`src/rtl/matrix_stream_port_pkg.sv`:
```
// rtl/matrix_stream_port_pkg.sv - shared sizes, types and element indexing for matrix_stream_port
`ifndef WIDTH_BIT
`define WIDTH_BIT 1
`endif
`ifndef INDEX_BIT
`define INDEX_BIT 2
`endif

package matrix_stream_port_pkg;
  localparam int WIDTH_BIT = `WIDTH_BIT;
  localparam int INDEX_BIT = `INDEX_BIT;
  localparam int WIDTH     = 1 << WIDTH_BIT;
  localparam int N_ELEM    = WIDTH * WIDTH;
  localparam int CNT_W     = 2 * WIDTH_BIT + 1;

  localparam logic OP_LOAD = 1'b0;
  localparam logic OP_DUMP = 1'b1;

  typedef logic [0:WIDTH-1][0:WIDTH-1][31:0] matrix_t;
  typedef logic [CNT_W-1:0]                  count_t;
  typedef logic [INDEX_BIT-1:0]              index_t;

  typedef enum logic [2:0] {IDLE, LOAD, COMMIT, SNAP, DUMP} state_t;

  typedef struct packed {
    logic [WIDTH_BIT-1:0] row;
    logic [WIDTH_BIT-1:0] col;
  } elem_pos_t;

  // Row-major: element 0 is [0][0], the most significant word of matrix_t.
  function automatic elem_pos_t elem_pos(input count_t k);
    elem_pos_t p;
    p.row = WIDTH_BIT'(k >> WIDTH_BIT);
    p.col = WIDTH_BIT'(k);
    return p;
  endfunction
endpackage

```
`src/rtl/matrix_stream_port_if.sv`:
```
// rtl/matrix_stream_port_if.sv - command, element stream and memory port bundle
interface matrix_stream_port_if;
  import matrix_stream_port_pkg::*;

  logic    cmd_valid;
  logic    cmd_ready;
  logic    cmd_op;
  index_t  cmd_index;
  logic    in_valid;
  logic    in_ready;
  logic [31:0] in_data;
  logic    out_valid;
  logic    out_ready;
  logic [31:0] out_data;
  logic    out_last;
  logic    mem_write_enable;
  index_t  mem_write;
  matrix_t mem_write_data;
  index_t  mem_read;
  matrix_t mem_read_data;
  logic    busy;
  logic    done;

  modport slave (
    input  cmd_valid, cmd_op, cmd_index, in_valid, in_data, out_ready, mem_read_data,
    output cmd_ready, in_ready, out_valid, out_data, out_last,
           mem_write_enable, mem_write, mem_write_data, mem_read, busy, done
  );

  modport master (
    output cmd_valid, cmd_op, cmd_index, in_valid, in_data, out_ready, mem_read_data,
    input  cmd_ready, in_ready, out_valid, out_data, out_last,
           mem_write_enable, mem_write, mem_write_data, mem_read, busy, done
  );
endinterface

```
`src/rtl/matrix_stream_port_buffer.sv`:
```
// rtl/matrix_stream_port_buffer.sv - matrix register with element and whole-matrix access
module matrix_element_buffer
  import matrix_stream_port_pkg::*;
(
  input  logic        clk,
  input  logic        rst,
  input  logic        wr_en,
  input  elem_pos_t   wr_pos,
  input  logic [31:0] wr_data,
  input  logic        load_en,
  input  matrix_t     load_data,
  input  elem_pos_t   rd_pos,
  output logic [31:0] rd_data,
  output matrix_t     all_data
);
  matrix_t mat;

  always_ff @(posedge clk) begin
    if (rst) begin
      mat <= '0;
    end else if (load_en) begin
      mat <= load_data;
    end else if (wr_en) begin
      mat[wr_pos.row][wr_pos.col] <= wr_data;
    end
  end

  assign rd_data  = mat[rd_pos.row][rd_pos.col];
  assign all_data = mat;
endmodule

```
`src/rtl/matrix_stream_port.sv`:
```
// rtl/matrix_stream_port.sv - serial load/dump front end for data_memory matrix slots
module matrix_stream_port
  import matrix_stream_port_pkg::*;
(
  input  logic               CLK,
  input  logic               RST,
  matrix_stream_port_if.slave bus
);
  state_t state;
  state_t state_next;
  count_t count;
  logic   done_next;

  logic cmd_fire;
  logic in_fire;
  logic out_fire;
  logic at_last;

  assign cmd_fire = bus.cmd_valid && bus.cmd_ready;
  assign in_fire  = bus.in_valid && bus.in_ready;
  assign out_fire = bus.out_valid && bus.out_ready;
  assign at_last  = (count == count_t'(N_ELEM - 1));

  always_comb begin
    state_next = state;
    done_next  = 1'b0;
    case (state)
      IDLE:   if (cmd_fire) state_next = (bus.cmd_op == OP_LOAD) ? LOAD : SNAP;
      LOAD:   if (in_fire && at_last) state_next = COMMIT;
      COMMIT: state_next = IDLE;
      SNAP:   state_next = DUMP;
      DUMP: begin
        if (out_fire && at_last) begin
          state_next = IDLE;
          done_next  = 1'b1;
        end
      end
      default: state_next = IDLE;
    endcase
    if (state_next == COMMIT) done_next = 1'b1;
  end

  // Handshake and strobe outputs are registered from the next state so they line up with it.
  always_ff @(posedge CLK) begin
    if (RST) begin
      state                <= IDLE;
      count                <= '0;
      bus.mem_write        <= '0;
      bus.mem_read         <= '0;
      bus.cmd_ready        <= 1'b0;
      bus.in_ready         <= 1'b0;
      bus.out_valid        <= 1'b0;
      bus.mem_write_enable <= 1'b0;
      bus.busy             <= 1'b0;
      bus.done             <= 1'b0;
    end else begin
      state                <= state_next;
      bus.cmd_ready        <= (state_next == IDLE);
      bus.in_ready         <= (state_next == LOAD);
      bus.out_valid        <= (state_next == DUMP);
      bus.mem_write_enable <= (state_next == COMMIT);
      bus.busy             <= (state_next != IDLE);
      bus.done             <= done_next;
      if (cmd_fire) begin
        count <= '0;
        if (bus.cmd_op == OP_LOAD) bus.mem_write <= bus.cmd_index;
        else                       bus.mem_read  <= bus.cmd_index;
      end else if (state == SNAP) begin
        count <= '0;
      end else if (in_fire || out_fire) begin
        count <= count + count_t'(1);
      end
    end
  end

  logic [31:0] rd_data;
  matrix_t     all_data;

  matrix_element_buffer u_buffer (
    .clk       (CLK),
    .rst       (RST),
    .wr_en     (in_fire),
    .wr_pos    (elem_pos(count)),
    .wr_data   (bus.in_data),
    .load_en   (state == SNAP),
    .load_data (bus.mem_read_data),
    .rd_pos    (elem_pos(count)),
    .rd_data   (rd_data),
    .all_data  (all_data)
  );

  assign bus.out_data       = rd_data;
  assign bus.out_last       = bus.out_valid && at_last;
  assign bus.mem_write_data = all_data;
endmodule

```
`src/flat_wrapper.sv`:
```
// flat-port wrapper written by rule: the top's interface ports become plain ports
module matrix_stream_port_flat import matrix_stream_port_pkg::*;
  (CLK, RST, bus_cmd_valid, bus_cmd_op, bus_cmd_index, bus_in_valid, bus_in_data, bus_out_ready, bus_mem_read_data, bus_cmd_ready, bus_in_ready, bus_out_valid, bus_out_data, bus_out_last, bus_mem_write_enable, bus_mem_write, bus_mem_write_data, bus_mem_read, bus_busy, bus_done);
  matrix_stream_port_if bus_i ();
  input  logic CLK;
  input  logic RST;
  input wire logic [$bits(bus_i.cmd_valid)-1:0] bus_cmd_valid;
  input wire logic [$bits(bus_i.cmd_op)-1:0] bus_cmd_op;
  input wire logic [$bits(bus_i.cmd_index)-1:0] bus_cmd_index;
  input wire logic [$bits(bus_i.in_valid)-1:0] bus_in_valid;
  input wire logic [$bits(bus_i.in_data)-1:0] bus_in_data;
  input wire logic [$bits(bus_i.out_ready)-1:0] bus_out_ready;
  input wire logic [$bits(bus_i.mem_read_data)-1:0] bus_mem_read_data;
  output wire logic [$bits(bus_i.cmd_ready)-1:0] bus_cmd_ready;
  output wire logic [$bits(bus_i.in_ready)-1:0] bus_in_ready;
  output wire logic [$bits(bus_i.out_valid)-1:0] bus_out_valid;
  output wire logic [$bits(bus_i.out_data)-1:0] bus_out_data;
  output wire logic [$bits(bus_i.out_last)-1:0] bus_out_last;
  output wire logic [$bits(bus_i.mem_write_enable)-1:0] bus_mem_write_enable;
  output wire logic [$bits(bus_i.mem_write)-1:0] bus_mem_write;
  output wire logic [$bits(bus_i.mem_write_data)-1:0] bus_mem_write_data;
  output wire logic [$bits(bus_i.mem_read)-1:0] bus_mem_read;
  output wire logic [$bits(bus_i.busy)-1:0] bus_busy;
  output wire logic [$bits(bus_i.done)-1:0] bus_done;
  assign bus_i.cmd_valid = bus_cmd_valid;
  assign bus_i.cmd_op = bus_cmd_op;
  assign bus_i.cmd_index = bus_cmd_index;
  assign bus_i.in_valid = bus_in_valid;
  assign bus_i.in_data = bus_in_data;
  assign bus_i.out_ready = bus_out_ready;
  assign bus_i.mem_read_data = bus_mem_read_data;
  assign bus_cmd_ready = bus_i.cmd_ready;
  assign bus_in_ready = bus_i.in_ready;
  assign bus_out_valid = bus_i.out_valid;
  assign bus_out_data = bus_i.out_data;
  assign bus_out_last = bus_i.out_last;
  assign bus_mem_write_enable = bus_i.mem_write_enable;
  assign bus_mem_write = bus_i.mem_write;
  assign bus_mem_write_data = bus_i.mem_write_data;
  assign bus_mem_read = bus_i.mem_read;
  assign bus_busy = bus_i.busy;
  assign bus_done = bus_i.done;
  matrix_stream_port u_core (.CLK(CLK), .RST(RST), .bus(bus_i));
endmodule
```
`config.mk`:
```
export PLATFORM = sky130hd
export DESIGN_NAME = matrix_stream_port_flat
export DESIGN_NICKNAME = d
export VERILOG_FILES = /design/src/rtl/matrix_stream_port_pkg.sv /design/src/rtl/matrix_stream_port_if.sv /design/src/rtl/matrix_stream_port_buffer.sv /design/src/rtl/matrix_stream_port.sv /design/src/flat_wrapper.sv
export SDC_FILE = /design/constraint.sdc
export NUM_CORES = 1
export LEC_CHECK = 0
export ABC_AREA = 1
export BUFFER_PORTS_ARGS = -buffer_cell sky130_fd_sc_hd__buf_2
export CELL_PAD_IN_SITES_DETAIL_PLACEMENT = 2
export CELL_PAD_IN_SITES_GLOBAL_PLACEMENT = 2
export CORE_MARGIN = 4
export CORE_UTILIZATION = 21
export CTS_CLUSTER_SIZE = 8
export DETAILED_ROUTE_END_ITERATION = 10
export PLACE_DENSITY_LB_ADDON = 0.15
export SLEW_MARGIN = 10
export SYNTH_ARGS = -nofsm -noshare
export SYNTH_HDL_FRONTEND = slang
export SYNTH_HIERARCHICAL = 1
export SYNTH_SLANG_ARGS = --single-unit
```
`constraint.sdc`:
```
create_clock -name CLK -period 1.7 [get_ports CLK]
set_clock_uncertainty 0.2 [all_clocks]
set_input_delay 0.17 -clock CLK [delete_from_list [all_inputs] [get_ports CLK]]
set_output_delay 0.17 -clock CLK [all_outputs]
set_load 0.05 [all_outputs]
```
==> impl_metrics.ini, run 1 <==
[drt]
detail-route-antenna-nets = 0
drt_iter0_markers = 627
via_per_inst = 4.834
drc_errors = 0
via_count = 13264
wl_per_cell_um = 24.87
first_pass_iters = 5
finalWirelength_um = 68240

[worst_hold_path]
hp-class = in -> reg

[floorplanning]
die_x_um = 212.3
dieArea_um2 = 45090
io_pins = 339
row_count = 74
start_util_pct = 21.38
fp.dieH_um = 212.3
core_area_um2 = 41020

[cells_and_area]
fin_util_pct = 44.98
drive_gt1_share_pct = 42.50
area_growth_pct = 110.4
fin_nets = 2364
final_cell_mix = 451 x nand2_1, 305 x buf_2, 227 x nor2_1, 168 x inv_1, 166 x dlygate4sd3_1
mostFrequentLayoutCell = nand2_1

[run]
maxCapViolCount = 0

[yosys]
seq_area_frac_synth_pct = 32.88
synth_nets = 1757
yosysWarnings = 6
synth.avg_cell_area_um2 = 5.525
synth.cell_area_um2 = 8768
ys_ff_latch = 144
syn_inst = 1587
ys_types = 21

[cts]
clockBufferDepth = 2
htreeDepth = 4
cts.sinks = 144
cts_tree = done
cts-root-buf = clkbuf_16
path_clk_slew_ps = 70
insertion_delay_ps = 450
cts_buffers = 17

[timing]
fin_ws_ps = -446.1
slew_headroom_pct = 74.57
rsz0062_at_grt = true
setup_viol_count_final = 166
min_period_ps = 2146
fmax_ghz = 0.4660
maxSlewViolCount = 0
fin_crit_sh_pct = 126.2
worst_slew_pin_slew_ps = 377.5
finalHoldViolCount = 0

[placed_design]
dpl.hpwl_um = 36850
place.gp.congestion = 0.7890
io_buffer_count = 338

[global_route]
grt_overflow_total = 0
use_met2_pct = 47.54
use_met3_pct = 5.474
grt.met1_usage_pct = 30.86
grt_util_all_layers_pct = 25.91
antenna_found_initial = 6
grt_pass1_vias = 14189
grt_pass1_wl_um = 87660
grt_max_degree = 52
top_usage_layer = met2

[critical_path]
crit_type = reg -> out
worstPathRequired_ps = 1330
crit_arrival_ps = 1780
cp_slowest_cell = dfxtp_4
critPathMaxFanout = 8
path_cells = buf_12 > clkbuf_16 > a21oi_1 > o21ai_1 > nand2_2 > buf_6
endpoint_kind = output pin
setup.worst_path.start_class = register
cp_slowest_stage_delay_ps = 420

[power]
power_density_nw_per_um2 = 594.8
p_leak_nw = 9.938
p_total_w = 0.01098
ir_worst_vdd_mv = 0.6731

[run_status]
violations = negative setup slack
status = finished with violations
-- cell type report --
| type | count | area, µm² |
|---|---|---|
| clock inverters | 12 | 235.2 |
| fillers | 4570 | 22570 |
| flip-flops and latches | 144 | 2895 |
| clock buffers | 20 | 456.7 |
| multi-input cells | 1162 | 6601 |
| well taps | 532 | 665.6 |
| repair buffers | 692 | 6880 |
| diodes | 5 | 12.51 |
| inverters | 177 | 703.2 |
-- registers in the layout, summed over array words and instances (netlist names) --
register	cells
u_core/u_buffer/all_data	128
u_core/count	3
u_core/state	3
u_core/bus.mem_read	2
u_core/bus.mem_write	2
u_core/bus.busy	1
u_core/bus.cmd_ready	1
u_core/bus.done	1
u_core/bus.in_ready	1
u_core/bus.mem_write_enable	1
u_core/bus.out_valid	1
-- routing by layer --
layer	wire length (µm)	vias to the layer above	part of all wire [%]
met3	3116	113	4.6
met5	11	-	0.016
met2	35140	372	51
met1	27960	6718	41
met4	2009	2	2.9
li1	-	6059	-
-- Yosys cell counts (all sizes together) --
library cell / instances / area share [%]
nor3: 1 / 0.057
nor2: 304 / 13
nand4: 1 / 0.071
and2: 1 / 0.071
a21oi: 39 / 2.2
buf: 44 / 2.2
ha: 2 / 0.29
o21ai: 69 / 4.0
dfxtp: 144 / 33
nand3: 107 / 6.2
o211ai: 32 / 2.7
clkbuf: 60 / 2.6
nand2: 605 / 26
nor3b: 1 / 0.14
inv: 177 / 7.6
-- worst paths after layout --
path	from	endpoint	slack, ps	cells past startpoint
max	u_core/count[1]	bus_out_data[4]	-450	6
min	bus_in_data[21]	u_core/u_buffer/all_data[21]	30	5
max reg2reg	u_core/count[1]	u_core/u_buffer/all_data[20]	-340	11
min reg2reg	u_core/bus.mem_read[1]	u_core/bus.mem_read[1]	270	2
-- worst max-delay path: cells and delay by family, from the launching register on --
kind                   cells  cell delay, ps
flip-flops                 1             420
buffers and inverters      3             500
AO/OA/AOI/OAI              2             300
AND/OR/NAND/NOR            1              80
-- power by group --
group	total, W	internal, W	switching, W	leakage (nW)
logic	0.00275	0.00112	0.00163	8.43
registers	0.00357	0.00347	0.0000972	1.17
clock network	0.00466	0.00297	0.00169	0.344
-- what timing repair did --
action                                  in CTS  in global routing
pin swaps                                   89                155
gates cloned                                26                 24
resized for setup                          289                382
hold buffers                               167                  0
endpoints found under the setup margin      87                168
endpoints found under the hold margin      141                  0
setup buffers                               18                 39
-- logic make-up after synthesis --
kind of cell,count (synthesis),synth area share (%)
buf+inv,281,12.39
fa+ha+maj,2,0.2853
compound gates,140,8.947
simple gates,1020,45.51
flops,144,32.88
-- metrics by stage --
stage	std cells	hold WS, ps	setup TNS [ps]	area, µm²	setup WS (ps)
after floorplan	1587	104.9	0	8879	3.110
after global placement	2447	235.1	-11.77	12060	-11.77
after detailed placement	2447	243.6	-520.1	12060	-39.42
after CTS	2690	9.227	-30160	16290	-424.9
after global routing	2743	36.00	-50130	18450	-519.7
final	2744	29.76	-39570	18450	-446.1
Power figures use the tool's default switching activity.
==> inputs of run 2 (changes only) <==
--- a/config.mk
+++ b/config.mk
@@ -13,8 +13,9 @@
 export CORE_UTILIZATION = 21
 export CTS_CLUSTER_SIZE = 8
 export DETAILED_ROUTE_END_ITERATION = 10
+export MAX_ROUTING_LAYER = met4
 export PLACE_DENSITY_LB_ADDON = 0.15
-export SLEW_MARGIN = 10
+export SLEW_MARGIN = 0
 export SYNTH_ARGS = -nofsm -noshare
 export SYNTH_HDL_FRONTEND = slang
 export SYNTH_HIERARCHICAL = 1
==> run 2 against run 1 <==
The run still ends with negative setup slack left. Core utilization about the same. Total power rose by 0.22%. Hold slack better by 12 ps. Largest cell class unchanged. Register-to-register slack about the same. Design area hardly changed. Wire length rose by 0.88%. Die area unchanged. Count of clock-buffer cells in the layout unchanged. Maximum frequency rose by 1.3%.
==> impl_metrics.ini, run 2 (synthesis gave the netlist of run 1 again) <==
[critical_path]
cp_slowest_cell = dfxtp_4
setup.worst_path.start_class = register
crit_arrival_ps = 1750
endpoint_kind = output pin
worstPathRequired_ps = 1330
worstPathBufferInverterCount = 2
critPathMaxFanout = 23
crit_type = reg -> out
path_cells = buf_16 > a21oi_1 > o21ai_0 > nand2_2 > buf_6
crit_family = flip-flops
cp_slowest_stage_delay_ps = 410

[timing]
fin_crit_sh_pct = 124.6
min_period_ps = 2118
maxSlewViolCount = 0
fin_ws_ps = -417.8
finalHoldViolCount = 0
slew_headroom_pct = 71.71
fmax_ghz = 0.4722
worst_slew_pin_slew_ps = 422.4
rsz0062_at_grt = true
timing.hold.ws_ps = 41.87
setup_viol_count_final = 166

[drt]
detail-route-antenna-nets = 0
drt_iter0_markers = 662
via_per_inst = 4.861
first_pass_iters = 5
via_count = 13349
drc_errors = 0
wl_per_cell_um = 25.07
finalWirelength_um = 68840

[power]
switching_power_w = 0.003442
p_leak_nw = 9.950
p_seq_share_pct = 32.4
power_density_nw_per_um2 = 596.6
intPower_w = 0.007558
p_total_w = 0.01100
netSwitchingFraction_pct = 31.29
clockPowerShare_pct = 42.5
comb_power_share_pct = 25.1
ir_worst_vdd_mv = 0.7494

[floorplanning]
core_area_um2 = 41020
row_count = 74
fp.dieH_um = 212.3
dieArea_um2 = 45090
start_util_pct = 21.38
io_pins = 339
die_x_um = 212.3

[cts]
cts_tree = done
insertion_delay_ps = 450
path_clk_slew_ps = 70
cts.sinks = 144
cts_buffers = 17
clockBufferDepth = 2
cts-root-buf = clkbuf_16
htreeDepth = 4

[cells_and_area]
area_growth_pct = 110.3
num-fill-cells = 4567
drive_gt1_share_pct = 41.76
fin_nets = 2367
largest_reg_flops = 128
layoutNonFillerInstCount = 2746
fin_util_pct = 44.95
final_cell_mix = 459 x nand2_1, 305 x buf_2, 235 x nor2_1, 168 x inv_1, 166 x dlygate4sd3_1
mostFrequentLayoutCell = nand2_1

[global_route]
antenna_found_initial = 4
grt_max_degree = 52
grt_overflow_total = 0
grt_util_all_layers_pct = 26.68
grt_pass1_vias = 14206
grt_pass1_wl_um = 87620

[worst_hold_path]
hp-class = in -> reg

[run]
maxCapViolCount = 0

[run_status]
violations = negative setup slack
status = finished with violations

[placed_design]
place_inst = 2447
io_buffer_count = 338
dpl.hpwl_um = 36850
place.gp.congestion = 0.8001
[run 2: cell types whose count changed in the layout (fill, tap and decap cells not counted), sizes merged]
cell    previous run  this run
diode              5         4
buf              504       506
clkbuf            40        41
[run 2: worst paths after layout]
check,cells past startpoint,to,start,slack [ps]
max,5,bus_out_data[23],u_core/count[1],-420
min,5,u_core/u_buffer/all_data[21],bus_in_data[21],40
max reg2reg,11,u_core/u_buffer/all_data[17],u_core/count[1],-350
min reg2reg,2,u_core/bus.mem_read[1],u_core/bus.mem_read[1],270
[run 2: repair_timing]
item,CTS,global route
hold buffers,167,0
pin swaps,89,149
buffers inserted,18,39
gates cloned,26,27
endpoints found under the setup margin,87,168
resized for setup,289,362
endpoints found under the hold margin,141,0
[run 2: final cells by class]
cell class                 instances  area, µm²  area share (%)
timing repair buffer             695       6932           37.59
multi-input combinational       1162       6540           35.47
sequential                       144       2895           15.70
inverter                         177      703.2           3.814
tap                              532      665.6           3.610
clock buffer                      20      456.7           2.477
clock inverter                    12      235.2           1.276
antenna                            4      10.01         0.05429
[run 2: stage by stage]
step	cell area, µm²	setup slack [ps]	setup TNS, ps
4_1_cts	16290	-424.9	-30160
5_1_grt	18440	-491.2	-49970
3_3_place_gp	12060	-11.77	-11.77
2_1_floorplan	8879	3.110	0
6_report	18440	-417.8	-39680
3_5_place_dp	12060	-39.42	-520.1
[run 2: per-layer routing]
layer	global-route usage (%)	vias to the layer above	wire [µm]
met5	-	-	0
met2	47.59	404	35750
met3	5.504	87	3255
met1	30.80	6776	28230
met4	6.242	0	1608
li1	-	6082	-
[run 2: power by group through the flow]
stage	Combinational (W)	Sequential (W)	Clock, W
floorplan	0.000768	0.00393	0
global placement	0.00186	0.00363	0
detailed placement	0.00189	0.00364	0
CTS	0.00246	0.00356	0.00475
global route	0.00290	0.00358	0.00491
finish	0.00276	0.00357	0.00467
[run 2: worst reg2reg max path: stages (launching register included)]
cell     delay, ps
dfxtp_4        470
buf_12         180
buf_16         140
buf_8          130
nand2_8         70
nand2_8         80
nand2_8         60
buf_12         160
buf_12         140
buf_16         150
nor2_4          90
nor2_1          60
